[config.mk]
export PLATFORM = sky130hd
export DESIGN_NAME = bcd_serial_add_seq
export DESIGN_NICKNAME = d
export VERILOG_FILES = /design/src/rtl/bcd_pkg.sv /design/src/rtl/fadder1.sv /design/src/rtl/bcd_serial_add_seq.sv
export SDC_FILE = /design/constraint.sdc
export NUM_CORES = 1
export LEC_CHECK = 0
export ABC_AREA = 1
export BUFFER_PORTS_ARGS = -buffer_cell sky130_fd_sc_hd__buf_2
export CAP_MARGIN = 15
export CORE_MARGIN = 8
export CORE_UTILIZATION = 40
export DETAILED_ROUTE_END_ITERATION = 12
export MAX_ROUTING_LAYER = met4
export PLACE_DENSITY = 0.71
export REMOVE_ABC_BUFFERS = 1
export SLEW_MARGIN = 20
export SYNTH_ARGS = -nofsm -noshare
export SYNTH_HDL_FRONTEND = slang
export SYNTH_HIERARCHICAL = 1
export SYNTH_SLANG_ARGS = --single-unit
[constraint.sdc]
create_clock -name clk -period 5.4 [get_ports clk]
set_input_delay 0.27 -clock clk [delete_from_list [all_inputs] [get_ports clk]]
set_output_delay 0.27 -clock clk [all_outputs]
set_load 0.03 [all_outputs]
[src/rtl/bcd_pkg.sv]
// Shared definitions for the bit-serial packed-BCD adder controller.
package bcd_pkg;

    // Controller states, encoded in 3 bits.
    typedef enum logic [2:0] {
        ST_IDLE = 3'd0,
        ST_ADD  = 3'd1,
        ST_CHK  = 3'd2,
        ST_COR  = 3'd3,
        ST_DONE = 3'd4
    } state_t;

    // Largest legal BCD digit value.
    localparam logic [3:0] BCD_MAX  = 4'd9;

    // Decimal correction constant added when a digit overflows past 9.
    localparam logic [3:0] BCD_CORR = 4'b0110;

    // Counter width for an index over n items; never narrower than one bit.
    function automatic int clog2(input int n);
        int w;
        w = 0;
        while ((1 << w) < n) begin
            w++;
        end
        if (w < 1) begin
            w = 1;
        end
        return w;
    endfunction

endpackage

[src/rtl/fadder1.sv]
// Single-bit full adder cell; the only arithmetic element on operand data.
module fadder1 (
    input  logic a,
    input  logic b,
    input  logic cin,
    output logic sum,
    output logic cout
);

    assign sum  = a ^ b ^ cin;
    assign cout = (a & b) | (a & cin) | (b & cin);

endmodule

[src/rtl/bcd_serial_add_seq.sv]
// Bit-serial packed-BCD adder controller. One full-adder cell is time-shared
// across the binary add of each digit and its +6 decimal correction pass.
// Each digit costs 4 add cycles, 1 check cycle and 4 correction cycles.
module bcd_serial_add_seq
    import bcd_pkg::*;
#(
    parameter int DIGITS = 2
) (
    input  logic                clk,
    input  logic                rst_n,
    input  logic                in_valid,
    output logic                in_ready,
    input  logic [4*DIGITS-1:0] a_i,
    input  logic [4*DIGITS-1:0] b_i,
    input  logic                cin_i,
    output logic                out_valid,
    input  logic                out_ready,
    output logic [4*DIGITS-1:0] sum_o,
    output logic                cout_o,
    output logic                err_o
);

    localparam int W  = 4 * DIGITS;
    localparam int DW = clog2(DIGITS);
    localparam logic [DW-1:0] LAST_DIGIT = DW'(DIGITS - 1);

    state_t        state;
    logic [W-1:0]  a_sh;
    logic [W-1:0]  b_sh;
    logic [W-1:0]  res_sh;
    logic [3:0]    digit;
    logic          carry;
    logic          need;
    logic          err_cap;
    logic [1:0]    bit_idx;
    logic [DW-1:0] dig_idx;
    logic          in_err;
    logic          cell_a;
    logic          cell_b;
    logic          cell_s;
    logic          cell_c;

    // Flag any operand nibble outside 0..9 at capture time.
    always_comb begin
        in_err = 1'b0;
        for (int d = 0; d < DIGITS; d++) begin
            if ((a_i[4*d +: 4] > BCD_MAX) || (b_i[4*d +: 4] > BCD_MAX)) begin
                in_err = 1'b1;
            end
        end
    end

    // Feed the cell with operand bits while adding, or with the partial digit and correction bits while correcting.
    always_comb begin
        cell_a = 1'b0;
        cell_b = 1'b0;
        if (state == ST_ADD) begin
            cell_a = a_sh[0];
            cell_b = b_sh[0];
        end else if (state == ST_COR) begin
            cell_a = digit[0];
            cell_b = need & BCD_CORR[bit_idx];
        end
    end

    fadder1 u_cell (
        .a    (cell_a),
        .b    (cell_b),
        .cin  (carry),
        .sum  (cell_s),
        .cout (cell_c)
    );

    // Controller FSM and serial datapath; outputs are registered and only change on state transitions.
    always_ff @(posedge clk or negedge rst_n) begin
        if (!rst_n) begin
            state     <= ST_IDLE;
            a_sh      <= '0;
            b_sh      <= '0;
            res_sh    <= '0;
            digit     <= '0;
            carry     <= 1'b0;
            need      <= 1'b0;
            err_cap   <= 1'b0;
            bit_idx   <= '0;
            dig_idx   <= '0;
            in_ready  <= 1'b1;
            out_valid <= 1'b0;
            sum_o     <= '0;
            cout_o    <= 1'b0;
            err_o     <= 1'b0;
        end else begin
            unique case (state)
                ST_IDLE: begin
                    if (in_valid) begin
                        a_sh     <= a_i;
                        b_sh     <= b_i;
                        carry    <= cin_i;
                        err_cap  <= in_err;
                        dig_idx  <= '0;
                        bit_idx  <= '0;
                        in_ready <= 1'b0;
                        state    <= ST_ADD;
                    end
                end
                ST_ADD: begin
                    a_sh    <= a_sh >> 1;
                    b_sh    <= b_sh >> 1;
                    digit   <= {cell_s, digit[3:1]};
                    carry   <= cell_c;
                    bit_idx <= bit_idx + 2'd1;
                    if (bit_idx == 2'd3) begin
                        state <= ST_CHK;
                    end
                end
                ST_CHK: begin
                    // carry holds the binary carry out of bit 3 of this digit
                    need  <= carry | (digit > BCD_MAX);
                    carry <= 1'b0;
                    state <= ST_COR;
                end
                ST_COR: begin
                    res_sh  <= {cell_s, res_sh[W-1:1]};
                    digit   <= digit >> 1;
                    bit_idx <= bit_idx + 2'd1;
                    if (bit_idx == 2'd3) begin
                        // the correction pass carry-out is dropped; the decimal carry is 'need'
                        carry <= need;
                        if (dig_idx == LAST_DIGIT) begin
                            out_valid <= 1'b1;
                            sum_o     <= {cell_s, res_sh[W-1:1]};
                            cout_o    <= need;
                            err_o     <= err_cap;
                            state     <= ST_DONE;
                        end else begin
                            dig_idx <= dig_idx + DW'(1);
                            state   <= ST_ADD;
                        end
                    end else begin
                        carry <= cell_c;
                    end
                end
                ST_DONE: begin
                    if (out_ready) begin
                        out_valid <= 1'b0;
                        in_ready  <= 1'b1;
                        state     <= ST_IDLE;
                    end
                end
                default: begin
                    state     <= ST_IDLE;
                    in_ready  <= 1'b1;
                    out_valid <= 1'b0;
                end
            endcase
        end
    end

endmodule

Yosys cells after proc, flatten, opt, wreduce, memory -nomap -nowiden

Cells that the tools add are included.

Flip-flop bits (word level): 49
Bits of input ports: 21
Output and inout port bits: 12

Add/sub/neg operators: 2
Magnitude comparators: 6
Reduce and logical (&&, ||, !) cells: 20
Bitwise logic cells: 11
Eq/ne operators: 10
Muxes and demuxes: 34

Operator list:

| cell               | number |
|---|---|
| $pmux 8 s2         | 2 |
| $gt 4x4->1 const B | 5 |
| $mux 1             | 16 |
| $mux 8             | 2 |
| $mux 3             | 5 |
| $pmux 3 s5         | 1 |
| $reduce_and 3->1   | 3 |
| $pmux 4 s2         | 1 |
| $reduce_and 2->1   | 4 |
| $reduce_and 4->1   | 2 |
| $reduce_bool 2->1  | 4 |
| $eq 3x2->1 const B | 2 |
| $ne 2x2->1 const B | 3 |
| $pmux 1 s3         | 2 |
| $reduce_or 3->1    | 2 |
| $and 1x1->1        | 4 |
| $ne 2x1->1 const B | 2 |
| $pmux 1 s4         | 1 |
| $pmux 2 s2         | 1 |
| $reduce_bool 4->1  | 1 |
| $eq 3x1->1 const B | 1 |
| $eq 3x3->1 const B | 1 |
| $logic_not 3->1    | 1 |
| $lt 2x3->1 const B | 1 |
| 11 further kinds   | 16 |

Longest topological paths before layout

Gate-level depths: netlist of run 1.

Depth after elaboration: 10
Mapped depth: 13
Mapped depth without buffers: 11

Hierarchy

Netlist of run 1, hierarchy kept.

Modules (own cells, without submodules):

| module             | cells an instance | instances | area an instance (sq um) |
|---|---|---|---|
| bcd_serial_add_seq | 276               | 1         | 2274.7 |
| fadder1            | 1                 | 1         | 20.0 |

Least setup slack after synthesis of run 1

OpenSTA, ideal clock, no wires.

Path kind: reg-to-reg
Start: register state[2]
End: register carry
Stages on the path, launching flop included: 13
Setup slack: 3.611 ns
Required time: 5.284 ns
Data arrival time: 1.673 ns
Setup time: 0.116 ns
Path buffers: 2
Cells stage by stage: dfrtp_1 > buf_2 > nor2_4 > nand2_2 > buf_2 > o21ai_1 > fa_1 > nand2_1 > nand2_1 > nand2_1 > nand3_1 > nand2_1 > nand2_1

Cells in the longest elaborated chain, start to end: 8
Elaborated cells between the ends (all ways): 18
Those cells by class: eq/ne: 4; mux: 6; bitwise: 5; reduce/logical: 3

RTL lines:

| item                        | line                      | text |
|---|---|---|
| from (decl)                 | bcd_serial_add_seq.sv:27  | `state_t state;` |
| from (signal assigned)      | bcd_serial_add_seq.sv:77  | `state <= ST_IDLE;` |
| from (signal assigned)      | bcd_serial_add_seq.sv:103 | `state <= ST_ADD;` |
| from (signal assigned)      | bcd_serial_add_seq.sv:113 | `state <= ST_CHK;` |
| $eq 3x2->1                  | bcd_serial_add_seq.sv:60  | `end else if (state == ST_COR) begin` |
| $mux 1                      | bcd_serial_add_seq.sv:60  |  |
| $mux 1 (*)                  | bcd_serial_add_seq.sv:57  | `if (state == ST_ADD) begin` |
| named net cell_a            | bcd_serial_add_seq.sv:38  | `logic cell_a;` |
| $and 1x1->1                 | fadder1.sv:11             | `assign cout = (a & b) \| (a & cin) \| (b & cin);` |
| $or 1x1->1 (*) (2 in a row) | fadder1.sv:11             |  |
| named net cell_c            | bcd_serial_add_seq.sv:41  | `logic cell_c;` |
| $mux 1                      | bcd_serial_add_seq.sv:126 | `if (bit_idx == 2'd3) begin` |
| $pmux 1 s4 (*)              | bcd_serial_add_seq.sv:93  | `unique case (state)` |
| to (signal assigned)        | bcd_serial_add_seq.sv:98  | `carry <= cin_i;` |
| to (signal assigned)        | bcd_serial_add_seq.sv:128 | `carry <= need;` |
| to (signal assigned)        | bcd_serial_add_seq.sv:140 | `carry <= cell_c;` |
| to (decl)                   | bcd_serial_add_seq.sv:32  | `logic carry;` |

Mark *: on every way through the listed nets, which the timed path passes. The rest lies on a longest branch.
A chain may end at the register's enable or synchronous reset.

Final worst setup path of run 1

Start: register state[0]
End: register digit[3]

Cells in the longest elaborated chain, start to end: 6
Elaborated cells between the ends (all ways): 10
Those cells by class: eq/ne: 2; mux: 5; bitwise: 2; reduce/logical: 1

RTL lines:

| item                         | line                      | text |
|---|---|---|
| $eq 3x2->1                   | bcd_serial_add_seq.sv:60  |  |
| $mux 1                       | bcd_serial_add_seq.sv:60  |  |
| $mux 1 (*)                   | bcd_serial_add_seq.sv:57  |  |
| named net cell_b             | bcd_serial_add_seq.sv:39  | `logic cell_b;` |
| $xor 1x1->1 (*) (2 in a row) | fadder1.sv:10             | `assign sum = a ^ b ^ cin;` |
| named net cell_s             | bcd_serial_add_seq.sv:40  | `logic cell_s;` |
| $pmux 4 s2 (*)               | bcd_serial_add_seq.sv:93  |  |
| to (signal assigned)         | bcd_serial_add_seq.sv:109 | `digit <= {cell_s, digit[3:1]};` |
| to (signal assigned)         | bcd_serial_add_seq.sv:124 | `digit <= digit >> 1;` |
| to (decl)                    | bcd_serial_add_seq.sv:31  | `logic [3:0] digit;` |

Mark *: on every way through the listed nets, which the timed path passes. The rest lies on a longest branch. The select of a mux whose other input is x is not followed.

==> flow_metrics.env, run 1 <==
export IMPL_post_cts_resize_count=0
export IMPL_ctsRootBufferMaster="sky130_fd_sc_hd__clkbuf_8"
export IMPL_setup_worst_path_class="reg -> reg"
export IMPL_hold_viol=35
export IMPL_grt_first_pass_wirelength_um=8010
export IMPL_finish_net_count=329
export IMPL_ir_worst_vdd_v=0.000224
export IMPL_holdWs_ps=-24.7
export IMPL_via_count_of_the_first_global_routing_pass=1769
export IMPL_vias=1764
export IMPL_clock_skew_ps=4.84
export IMPL_pin_count_of_the_biggest_net_entering_global_routing=49
export IMPL_finalWeightedCongestion=0.875
export IMPL_drt_wirelength_per_cell_um=11.8
export IMPL_clockBufferDepth=2
export IMPL_globalRouteTotalUtil=0.118
export IMPL_port_buffers=32
export IMPL_timing_max_cap_violations=0
export IMPL_synthCells=277
export IMPL_antenna_cells_inserted=0
export IMPL_post_synthesis_sequential_element_count=48
export IMPL_avgViaCountPerCell=4.65
export IMPL_cts_inserted_buffers=5
export IMPL_grt_overflow_total=0
export IMPL_p_per_area_nw_per_um2=584
export IMPL_design_area_um2=2560
export IMPL_cts_tree="done"
export IMPL_final_layout_size_suffix_gt1_frac=0.189
export IMPL_drcViolationCount=0
export IMPL_place_inst=371
export IMPL_violations="negative hold slack"
export IMPL_post_dp_hpwl_um=3240
export IMPL_synth_area_um2=2290
export IMPL_core_rowCount=27
export IMPL_antenna_found_initial=0
export IMPL_fillerInstances=552
export IMPL_crit_path_start_kind="flop"
export IMPL_cts_hold_buf=0
export IMPL_worst_endpoint_arrival_ps=2240
export IMPL_fin_setup_tns_ps=0
export IMPL_tightestPinTransition_ps=670
export IMPL_max_slew_margin=0.553
export IMPL_yosys_cell_types_count=26
export IMPL_drt_wl_total_um=4470
export IMPL_cts_setup_buffers=0
export IMPL_die_area_um2=8420
export IMPL_worst_path_max_stage_delay_ps=530
export IMPL_crit_path_top_delay_cell="sky130_fd_sc_hd__dfrtp_1"
export IMPL_clock_pin_slew_reported_for_the_worst_setup_and_hold_paths_after_clock_tree_synthesis_ps=80
export IMPL_synth_largest_type_area_fraction=0.513
export IMPL_synth_async_reset_ratio=1.00
export IMPL_setup_violations_final=0
export IMPL_initial_core_util=0.414
export IMPL_post_dp_cell_area_um2=2470
export IMPL_number_of_design_rule_violations_left_by_the_first_detailed_router_iteration=91
export IMPL_f_max_ghz=0.480
export IMPL_numClockSinks=48
export IMPL_post_synth_top_area_cell="sky130_fd_sc_hd__dfrtp_1"
export IMPL_post_synth_top_count_cell="sky130_fd_sc_hd__nand2_1"
export IMPL_synth_edf_count=0
export IMPL_synth_area_leaders="sky130_fd_sc_hd__dfrtp_1, sky130_fd_sc_hd__nand2_1, sky130_fd_sc_hd__inv_1"
export IMPL_die_x_um=91.7
export IMPL_die_span_in_y_um=91.7
export IMPL_hold_path_class="in -> async"
export IMPL_finalCriticalPeriod_ps=2090
export IMPL_drv_slew=0
export IMPL_route_antenna_remaining_nets=0
export IMPL_netlist_top_cells_count="sky130_fd_sc_hd__nand2_1, sky130_fd_sc_hd__dfrtp_1, sky130_fd_sc_hd__inv_1"
export IMPL_seq_area_frac_synth=0.524
export IMPL_syn_area_per_cell_um2=8.28
export IMPL_crit_required_ps=5550
export IMPL_worstPathCellList="nand2_2 -> nor2_4 -> nand3_1 -> o21ai_1 -> fa_1 -> inv_1 -> o22ai_1"
export IMPL_synth_warning_count=6
export IMPL_worst_setup_path_end_kind="flop"
export IMPL_top_level_ports=33
export IMPL_max_fo_critical_path=21
export IMPL_post_route_period_util=0.386
export IMPL_worst_skew_pair_late_latency_ps=290
export IMPL_synth_ff_type="sky130_fd_sc_hd__dfrtp_1"
export IMPL_leakagePower_nw=1.40
export IMPL_layoutNonFillerInstCount=379
export IMPL_clock_tree_htree_level_count=2
export IMPL_design_core_area_um2=5540
export IMPL_unrepaired_setup_endpoints_after_global_routing="false"
export IMPL_drtPass1Iterations=4
export IMPL_run_status="finished with violations"
export IMPL_syn_to_final_growth_pct=11.6
[logic make-up (layout without fill, tap and decap cells)]
group                      after synthesis  in the layout  synth area share
and+or+nand+nor                        129            129             0.235
buffers and inverters                   52             82             0.102
DFF                                     48             48             0.524
AOI/OAI and AO/OA                       46             46             0.125
adders and majority gates                2              2            0.0142
[layout by cell type, fill, tap and decap left out, drive strengths merged, types with 8 or more instances in the layout]
cell	instances
nand2	88
nand3	9
clkbuf	8
dfrtp	47
buf	32
nor2	30
inv	42
o21ai	33
o22ai	9
[through the flow]
step	hold WS [ps]	setup slack (ps)	util	total power, mW
after floorplan	-25.6	3530	-	1.12
after global placement	448	3390	0.446	1.27
after detailed placement	457	3340	0.446	1.29
after CTS	210	3320	0.462	1.51
after global routing	34.6	3160	0.462	1.64
final	-24.7	3310	0.462	1.50
[worst max-delay path: cells and delay by family (launching register included)]
family                   cells  cell delay [ps]
buffers and inverters        1              110
AO/OA/AOI/OAI                2              210
AND/OR/NAND/NOR              3              640
adder cells (fa/ha/maj)      1              460
flip-flops                   1              530
[state kept, by name (all words and copies together) (netlist names)]
signal,count
bit_idx,2
res_sh,7
a_sh,8
err_cap,1
in_ready,1
cout_o,1
b_sh,8
dig_idx,1
out_valid,1
state,3
sum_o,8
carry,1
err_o,1
digit,4
need,1
[report_power, final]
group / internal, mW / switching, mW / leakage [nW]
combinational: 0.225 / 0.452 / 0.745
clock: 0.105 / 0.110 / 0.0455
sequential: 0.516 / 0.0872 / 0.606
total: 0.846 / 0.650 / 1.40
[path summary, 6_finish.rpt]
| path | start | to | slack, ps | cells after the start |
|---|---|---|---|---|
| min | rst_n | sum_o[4] | -20 | 1 |
| max reg2reg | state[0] | digit[3] | 3310 | 7 |
| max | state[0] | digit[3] | 3310 | 7 |
| min in group clk | a_i[7] | a_sh[7] | 230 | 3 |
| max in group asynchronous | rst_n | state[2] | 5010 | 1 |
| min reg2reg | in_ready | in_ready | 470 | 2 |
[layout make-up]
cell class	count	area [um2]	share of cell area
Clock buffer	8	90.1	0.0352
Inverter	42	158	0.0616
Multi-Input combinational cell	177	858	0.335
Sequential cell	48	1200	0.469
Tap cell	72	90.1	0.0352
Timing Repair Buffer	32	163	0.0635
[metal layers]
| layer | GRT usage | share of wire |
|---|---|---|
| met1 | 0.149 | 0.47 |
| met2 | 0.181 | 0.46 |
| met3 | 0.0318 | 0.065 |
| met4 | 0.0322 | 0.0069 |
| met5 | - | 0 |
Power figures use the tool's default switching activity.
==> inputs of run 2 (changes only) <==
==> constraint.sdc (replaced) <==
create_clock -name clk -period 2.05 [get_ports clk]
set_input_delay 0.1025 -clock clk [delete_from_list [all_inputs] [get_ports clk]]
set_output_delay 0.1025 -clock clk [all_outputs]
set_load 0.03 [all_outputs]
==> run 2 against run 1 <==
Against the previous run: non-clock buffer count up 5; clock-buffer cell count is 2 lower; the flow now finishes without violations; clock power grew to 3.1 times the previous value; utilization up 0.99 points; clock skew down 0.79 ps; critical path type unchanged; maximum frequency grew 17%; total power rose to 2.7 times the previous value; setup slack worse by 3100 ps; first-iteration DRC count is 12% lower; cell area is 2.1% higher; cell count is 1.3% higher; critical path depth down 1.
==> flow_metrics.env, run 2 (same netlist as run 1, synthesis figures left out) <==
export IMPL_cts_tree="done"
export IMPL_syn_to_final_growth_pct=14.0
export IMPL_crit_path_top_delay_cell="sky130_fd_sc_hd__dfrtp_1"
export IMPL_critPathBufInv=1
export IMPL_numClockSinks=48
export IMPL_max_fo_critical_path=9
export IMPL_final_layout_size_suffix_gt1_frac=0.202
export IMPL_clockBufferDepth=2
export IMPL_hold_path_class="in -> reg"
export IMPL_hold_viol=0
export IMPL_f_max_ghz=0.560
export IMPL_finalWeightedCongestion=0.845
export IMPL_cts_inserted_buffers=5
export IMPL_setup_violations_final=0
export IMPL_drt_wl_total_um=4530
export IMPL_reg2reg_to="digit[3]"
export IMPL_avgViaCountPerCell=4.66
export IMPL_route_antenna_remaining_nets=0
export IMPL_worstPathCellList="nor2_4 -> nand2_2 -> o21ai_1 -> fa_1 -> inv_1 -> o22ai_1"
export IMPL_min_delay_src="b_i[7]"
export IMPL_post_dp_hpwl_um=3270
export IMPL_fin_setup_tns_ps=0
export IMPL_worst_setup_path_end_kind="flop"
export IMPL_initial_core_util=0.414
export IMPL_cts_setup_buffers=0
export IMPL_finalCriticalPeriod_ps=1790
export IMPL_vias=1789
export IMPL_reg_top3="a_sh: 8 flops, b_sh: 8 flops, sum_o: 8 flops"
export IMPL_die_span_in_y_um=91.7
export IMPL_core_rowCount=27
export IMPL_drv_slew=0
export IMPL_r2r_worst_path_cells=6
export IMPL_globalRouteTotalUtil=0.116
export IMPL_min_to="b_sh[7]"
export IMPL_p_per_area_nw_per_um2=1560
export IMPL_clock_skew_ps=4.05
export IMPL_top_library_cells_by_usage_in_the_layout_fill_and_taps_aside="sky130_fd_sc_hd__nand2_1, sky130_fd_sc_hd__dfrtp_1, sky130_fd_sc_hd__inv_1"
export IMPL_post_cts_resize_count=0
export IMPL_pin_count_of_the_biggest_net_entering_global_routing=49
export IMPL_postLayoutCoreUtil=0.472
export IMPL_r2r_slack_ps=260
export IMPL_worst_endpoint_arrival_ps=1970
export IMPL_ir_worst_vdd_v=0.000677
export IMPL_fillerInstances=545
export IMPL_antenna_cells_inserted=0
export IMPL_drtPass1Iterations=4
export IMPL_run_status="completed"
export IMPL_max_slew_margin=0.602
export IMPL_number_of_design_rule_violations_left_by_the_first_detailed_router_iteration=80
export IMPL_unrepaired_setup_endpoints_after_global_routing="false"
export IMPL_design_core_area_um2=5540
export IMPL_tightestPinTransition_ps=596
export IMPL_via_count_of_the_first_global_routing_pass=1803
export IMPL_clock_pin_slew_reported_for_the_worst_setup_and_hold_paths_after_clock_tree_synthesis_ps=80
export IMPL_die_x_um=91.7
export IMPL_finish_net_count=334
export IMPL_drt_wirelength_per_cell_um=11.8
export IMPL_crit_required_ps=2230
export IMPL_port_buffers=32
export IMPL_post_route_period_util=0.871
export IMPL_worst_path_max_stage_delay_ps=530
export IMPL_worst_skew_pair_late_latency_ps=300
export IMPL_final_common_cell="sky130_fd_sc_hd__nand2_1"
export IMPL_holdPathStages=3
export IMPL_drcViolationCount=0
export IMPL_cts_hold_buf=1
export IMPL_antenna_found_initial=0
export IMPL_top_level_ports=33
export IMPL_cpLargestDelayFamily="flip-flops"
export IMPL_timing_max_cap_violations=0
export IMPL_crit_path_start_kind="flop"
export IMPL_leakagePower_nw=1.43
export IMPL_grt_overflow_total=0
export IMPL_clock_tree_htree_level_count=2
export IMPL_timing_rr_start="state[2]"
export IMPL_ctsRootBufferMaster="sky130_fd_sc_hd__clkbuf_8"
export IMPL_die_area_um2=8420
export IMPL_setup_worst_path_class="reg -> reg"
export IMPL_grt_first_pass_wirelength_um=7870
-- run 2: changes by cell type in the layout (fill, tap and decap cells not counted), sizes merged --
cell / change
bufinv: +1
clkbuf: -2
clkinv: +1
buf: +4
dlygate4sd3: +1
-- run 2: worst max-delay path by stage --
stage,slack [ps],endpoint,from,cells after the start
floorplan,180,digit[3],state[0],7
global placement,320,digit[3],state[2],6
detailed placement,280,digit[3],state[0],7
CTS,270,digit[3],state[0],7
global route,110,carry,state[0],11
finish,260,digit[3],state[2],6
-- run 2: per-stage QoR --
stage                     cell area [um2]  total power, mW  std cells  hold slack [ps]  setup WS, ps
after floorplan                      2220             2.94        267             -193           177
after global placement               2500             3.41        375              234           316
after detailed placement             2500             3.46        375              236           283
after CTS                            2620             4.14        384             51.8           266
after global routing                 2620             4.45        384             60.4           113
final                                2620             4.08        384             57.5           264
-- run 2: layer usage --
metal,vias up,part of all wire,GRT usage
met2,37,0.46,0.187
met3,6,0.047,0.0318
li1,925,-,-
met4,0,0.013,0.0497
met1,821,0.48,0.134
met5,-,0,-
-- run 2: worst min-delay path, delay by kind of cell --
kind	cells	cell delay (ps)
buffers and inverters	2	150
AOI/OAI and AO/OA	1	60
-- run 2: cell type report --
class	count	area, um2	area share
tap	72	90.1	0.0344
inverter	42	158	0.0603
clock inverter	2	35.0	0.0134
timing repair buffer	37	200	0.0765
sequential	48	1200	0.460
clock buffer	6	72.6	0.0277
multi-input combinational	177	858	0.328
-- run 2: power breakdown --
part	internal, mW	switching [mW]	total, mW
registers	1.36	0.231	1.59
logic	0.636	1.20	1.83
clock network	0.362	0.299	0.660
total	2.36	1.73	4.08
==> inputs of run 3 (changes only) <==
--- a/config.mk
+++ b/config.mk
@@ -17,5 +17,4 @@
 export SLEW_MARGIN = 20
 export SYNTH_ARGS = -nofsm -noshare
 export SYNTH_HDL_FRONTEND = slang
-export SYNTH_HIERARCHICAL = 1
 export SYNTH_SLANG_ARGS = --single-unit
==> run 3 against run 2 <==
Against the previous run: worst hold slack improved by 14 ps; sequential share of layout area fell by 0.54 points; synthesized area rose by 1.1%; clock power fell by 10%; clock skew rose by 2.1 ps; combinational power fell by 6%; utilization rose by 0.56 points; sequential power barely moved; critical endpoint unchanged.
==> flow_metrics.env, run 3 <==
export IMPL_ctsRootBufferMaster="sky130_fd_sc_hd__clkbuf_8"
export IMPL_syn_to_final_growth_pct=14.1
export IMPL_setup_violations_final=0
export IMPL_yosys_cell_types_count=24
export IMPL_seq_area_frac_synth=0.518
export IMPL_antenna_found_initial=0
export IMPL_route_antenna_remaining_nets=0
export IMPL_drt_wirelength_per_cell_um=11.5
export IMPL_finish_net_count=364
export IMPL_numClockSinks=48
export IMPL_top_library_cells_by_usage_in_the_layout_fill_and_taps_aside="sky130_fd_sc_hd__nand2_1, sky130_fd_sc_hd__dfrtp_1, sky130_fd_sc_hd__buf_2"
export IMPL_fin_setup_tns_ps=0
export IMPL_via_count_of_the_first_global_routing_pass=1886
export IMPL_pin_count_of_the_biggest_net_entering_global_routing=49
export IMPL_port_buffers=32
export IMPL_setup_ws_ps=204
export IMPL_grt_first_pass_wirelength_um=8420
export IMPL_synth_warning_count=0
export IMPL_design_core_area_um2=5540
export IMPL_clockBufferDepth=2
export IMPL_grt_busiest_layer="met2"
export IMPL_seq_power_share=0.406
export IMPL_met2_usage=0.195
export IMPL_post_synth_top_area_cell="sky130_fd_sc_hd__dfrtp_1"
export IMPL_hold_path_class="in -> reg"
export IMPL_synth_area_um2=2320
export IMPL_placement_setup_worst_slack_ps=134
export IMPL_post_synth_top_count_cell="sky130_fd_sc_hd__nand2_1"
export IMPL_synth_edf_count=0
export IMPL_crit_path_top_delay_cell="sky130_fd_sc_hd__fa_1"
export IMPL_die_area_um2=8490
export IMPL_die_x_um=92.2
export IMPL_globalRouteTotalUtil=0.125
export IMPL_synth_async_reset_ratio=1.00
export IMPL_finalWeightedCongestion=0.802
export IMPL_final_common_cell="sky130_fd_sc_hd__nand2_1"
export IMPL_hold_viol=0
export IMPL_number_of_design_rule_violations_left_by_the_first_detailed_router_iteration=80
export IMPL_net_switching_power_mw=1.68
export IMPL_die_span_in_y_um=92.2
export IMPL_post_layout_total_power_mw=3.90
export IMPL_f_max_ghz=0.542
export IMPL_worst_endpoint_arrival_ps=2040
export IMPL_setup_worst_path_class="reg -> reg"
export IMPL_p_per_area_nw_per_um2=1470
export IMPL_drtPass1Iterations=4
export IMPL_top_level_ports=33
export IMPL_worst_skew_pair_late_latency_ps=300
export IMPL_unrepaired_setup_endpoints_after_global_routing="false"
export IMPL_post_synthesis_sequential_element_count=48
export IMPL_core_rowCount=27
export IMPL_timing_max_cap_violations=0
export IMPL_post_dp_hpwl_um=3480
export IMPL_synth_ff_type="sky130_fd_sc_hd__dfrtp_1"
export IMPL_clockPowerShare=0.152
export IMPL_antenna_cells_inserted=0
export IMPL_drv_slew=0
export IMPL_ir_worst_vdd_v=0.000593
export IMPL_worst_path_max_stage_delay_ps=500
export IMPL_comb_power_share=0.442
export IMPL_worstPathCellList="inv_1 -> nor2_2 -> nand2_2 -> o31ai_2 -> fa_1 -> nand2_1 -> o21ai_1"
export IMPL_clock_tree_htree_level_count=2
export IMPL_drcViolationCount=0
export IMPL_crit_required_ps=2240
export IMPL_gr_usage_met1=0.148
export IMPL_clock_skew_ps=6.20
export IMPL_post_route_period_util=0.900
export IMPL_reg_top3="a_sh: 8 flops, b_sh: 8 flops, sum_o: 8 flops"
export IMPL_run_status="completed"
export IMPL_initial_core_util=0.419
export IMPL_synth_area_leaders="sky130_fd_sc_hd__dfrtp_1, sky130_fd_sc_hd__nand2_1, sky130_fd_sc_hd__inv_1"
export IMPL_clock_pin_slew_reported_for_the_worst_setup_and_hold_paths_after_clock_tree_synthesis_ps=80
export IMPL_avgViaCountPerCell=4.60
export IMPL_synth_largest_type_area_fraction=0.507
export IMPL_vias=1899
export IMPL_tightestPinTransition_ps=596
export IMPL_cts_tree="done"
export IMPL_worst_setup_path_end_kind="flop"
export IMPL_sw_frac_of_total=0.432
export IMPL_drt_wl_total_um=4740
export IMPL_netlist_top_cells_count="sky130_fd_sc_hd__nand2_1, sky130_fd_sc_hd__dfrtp_1, sky130_fd_sc_hd__inv_1"
export IMPL_cts_inserted_buffers=5
export IMPL_finalCriticalPeriod_ps=1850
export IMPL_global_route_usage_met3=0.0326
export IMPL_crit_path_start_kind="flop"
export IMPL_leakagePower_nw=1.53
export IMPL_syn_area_per_cell_um2=7.61
export IMPL_post_dp_cell_area_um2=2540
export IMPL_final_layout_size_suffix_gt1_frac=0.173
export IMPL_design_area_um2=2650
export IMPL_synthCells=305
export IMPL_power_report_internal_total_mw=2.22
export IMPL_grt_overflow_total=0
export IMPL_max_slew_margin=0.603
export IMPL_max_fo_critical_path=9
run 3: changes by cell type in the layout (fill, tap and decap cells not counted), sizes merged, moves of 5 or more:
cell	delta
nor2	-5
o21ai	-15
nand2	+80
o22ai	-7
inv	-17
nand3	-5
run 3: timing repair:
action / in CTS / in global routing
resized for setup: 0 / 1
hold endpoints to repair: 47 / 0
endpoints found under the setup margin: 0 / 3
buffers inserted: 0 / 0
hold buffers: 1 / 0
run 3: layout make-up:
type,count,area (um2)
multi-input cells,223,955
clock buffers,7,96.3
repair buffers,38,208
inverters,25,96.3
flip-flops and latches,48,1200
well taps,72,90.1
fillers,574,2890
run 3: worst paths after layout:
kind	depth (start not counted)	startpoint	slack, ps	endpoint
max	7	state[1]	200	digit[3]
min	3	a_i[7]	70	a_sh[7]
max reg2reg	7	state[1]	200	digit[3]
min reg2reg	2	err_o	470	err_o
max in group asynchronous	3	rst_n	1210	a_sh[7]
min in group asynchronous	3	rst_n	420	sum_o[1]
run 3: power groups by stage:
stage / Combinational, mW / Sequential [mW] / Clock, mW
floorplan: 1.14 / 1.68 / 0
global placement: 1.68 / 1.59 / 0
detailed placement: 1.73 / 1.60 / 0
CTS: 1.73 / 1.58 / 0.618
global route: 1.98 / 1.63 / 0.658
finish: 1.72 / 1.58 / 0.593
run 3: cell families (layout without fill, tap and decap cells):
group | Yosys count | after routing | synth area share
buf+inv | 34 | 70 | 0.0723
fa+ha+maj | 2 | 2 | 0.0140
compound gates | 24 | 24 | 0.0566
simple gates | 197 | 197 | 0.339
flops | 48 | 48 | 0.518
run 3: worst max-delay path, delay by kind of cell, from the launching register on:
family / cells / cell delay, ps
fa+ha+maj: 1 / 500
flops: 1 / 440
simple gates: 3 / 390
compound gates: 2 / 300
buf+inv: 1 / 110
run 3: metrics by stage:
stage	cells	util	hold WS (ps)
2_1_floorplan	296	-	-193
6_report	413	0.478	71.3
4_1_cts	413	0.477	63.2
3_5_place_dp	405	0.458	238
3_3_place_gp	405	0.458	239
5_1_grt	413	0.478	93.1
run 3: routing by layer:
metal  vias to the layer above  routed length (um)
li1                        992                   -
met1                       863                2340
met3                         8                 232
met4                         0                  78
met2                        36                2080
met5                         -                   0
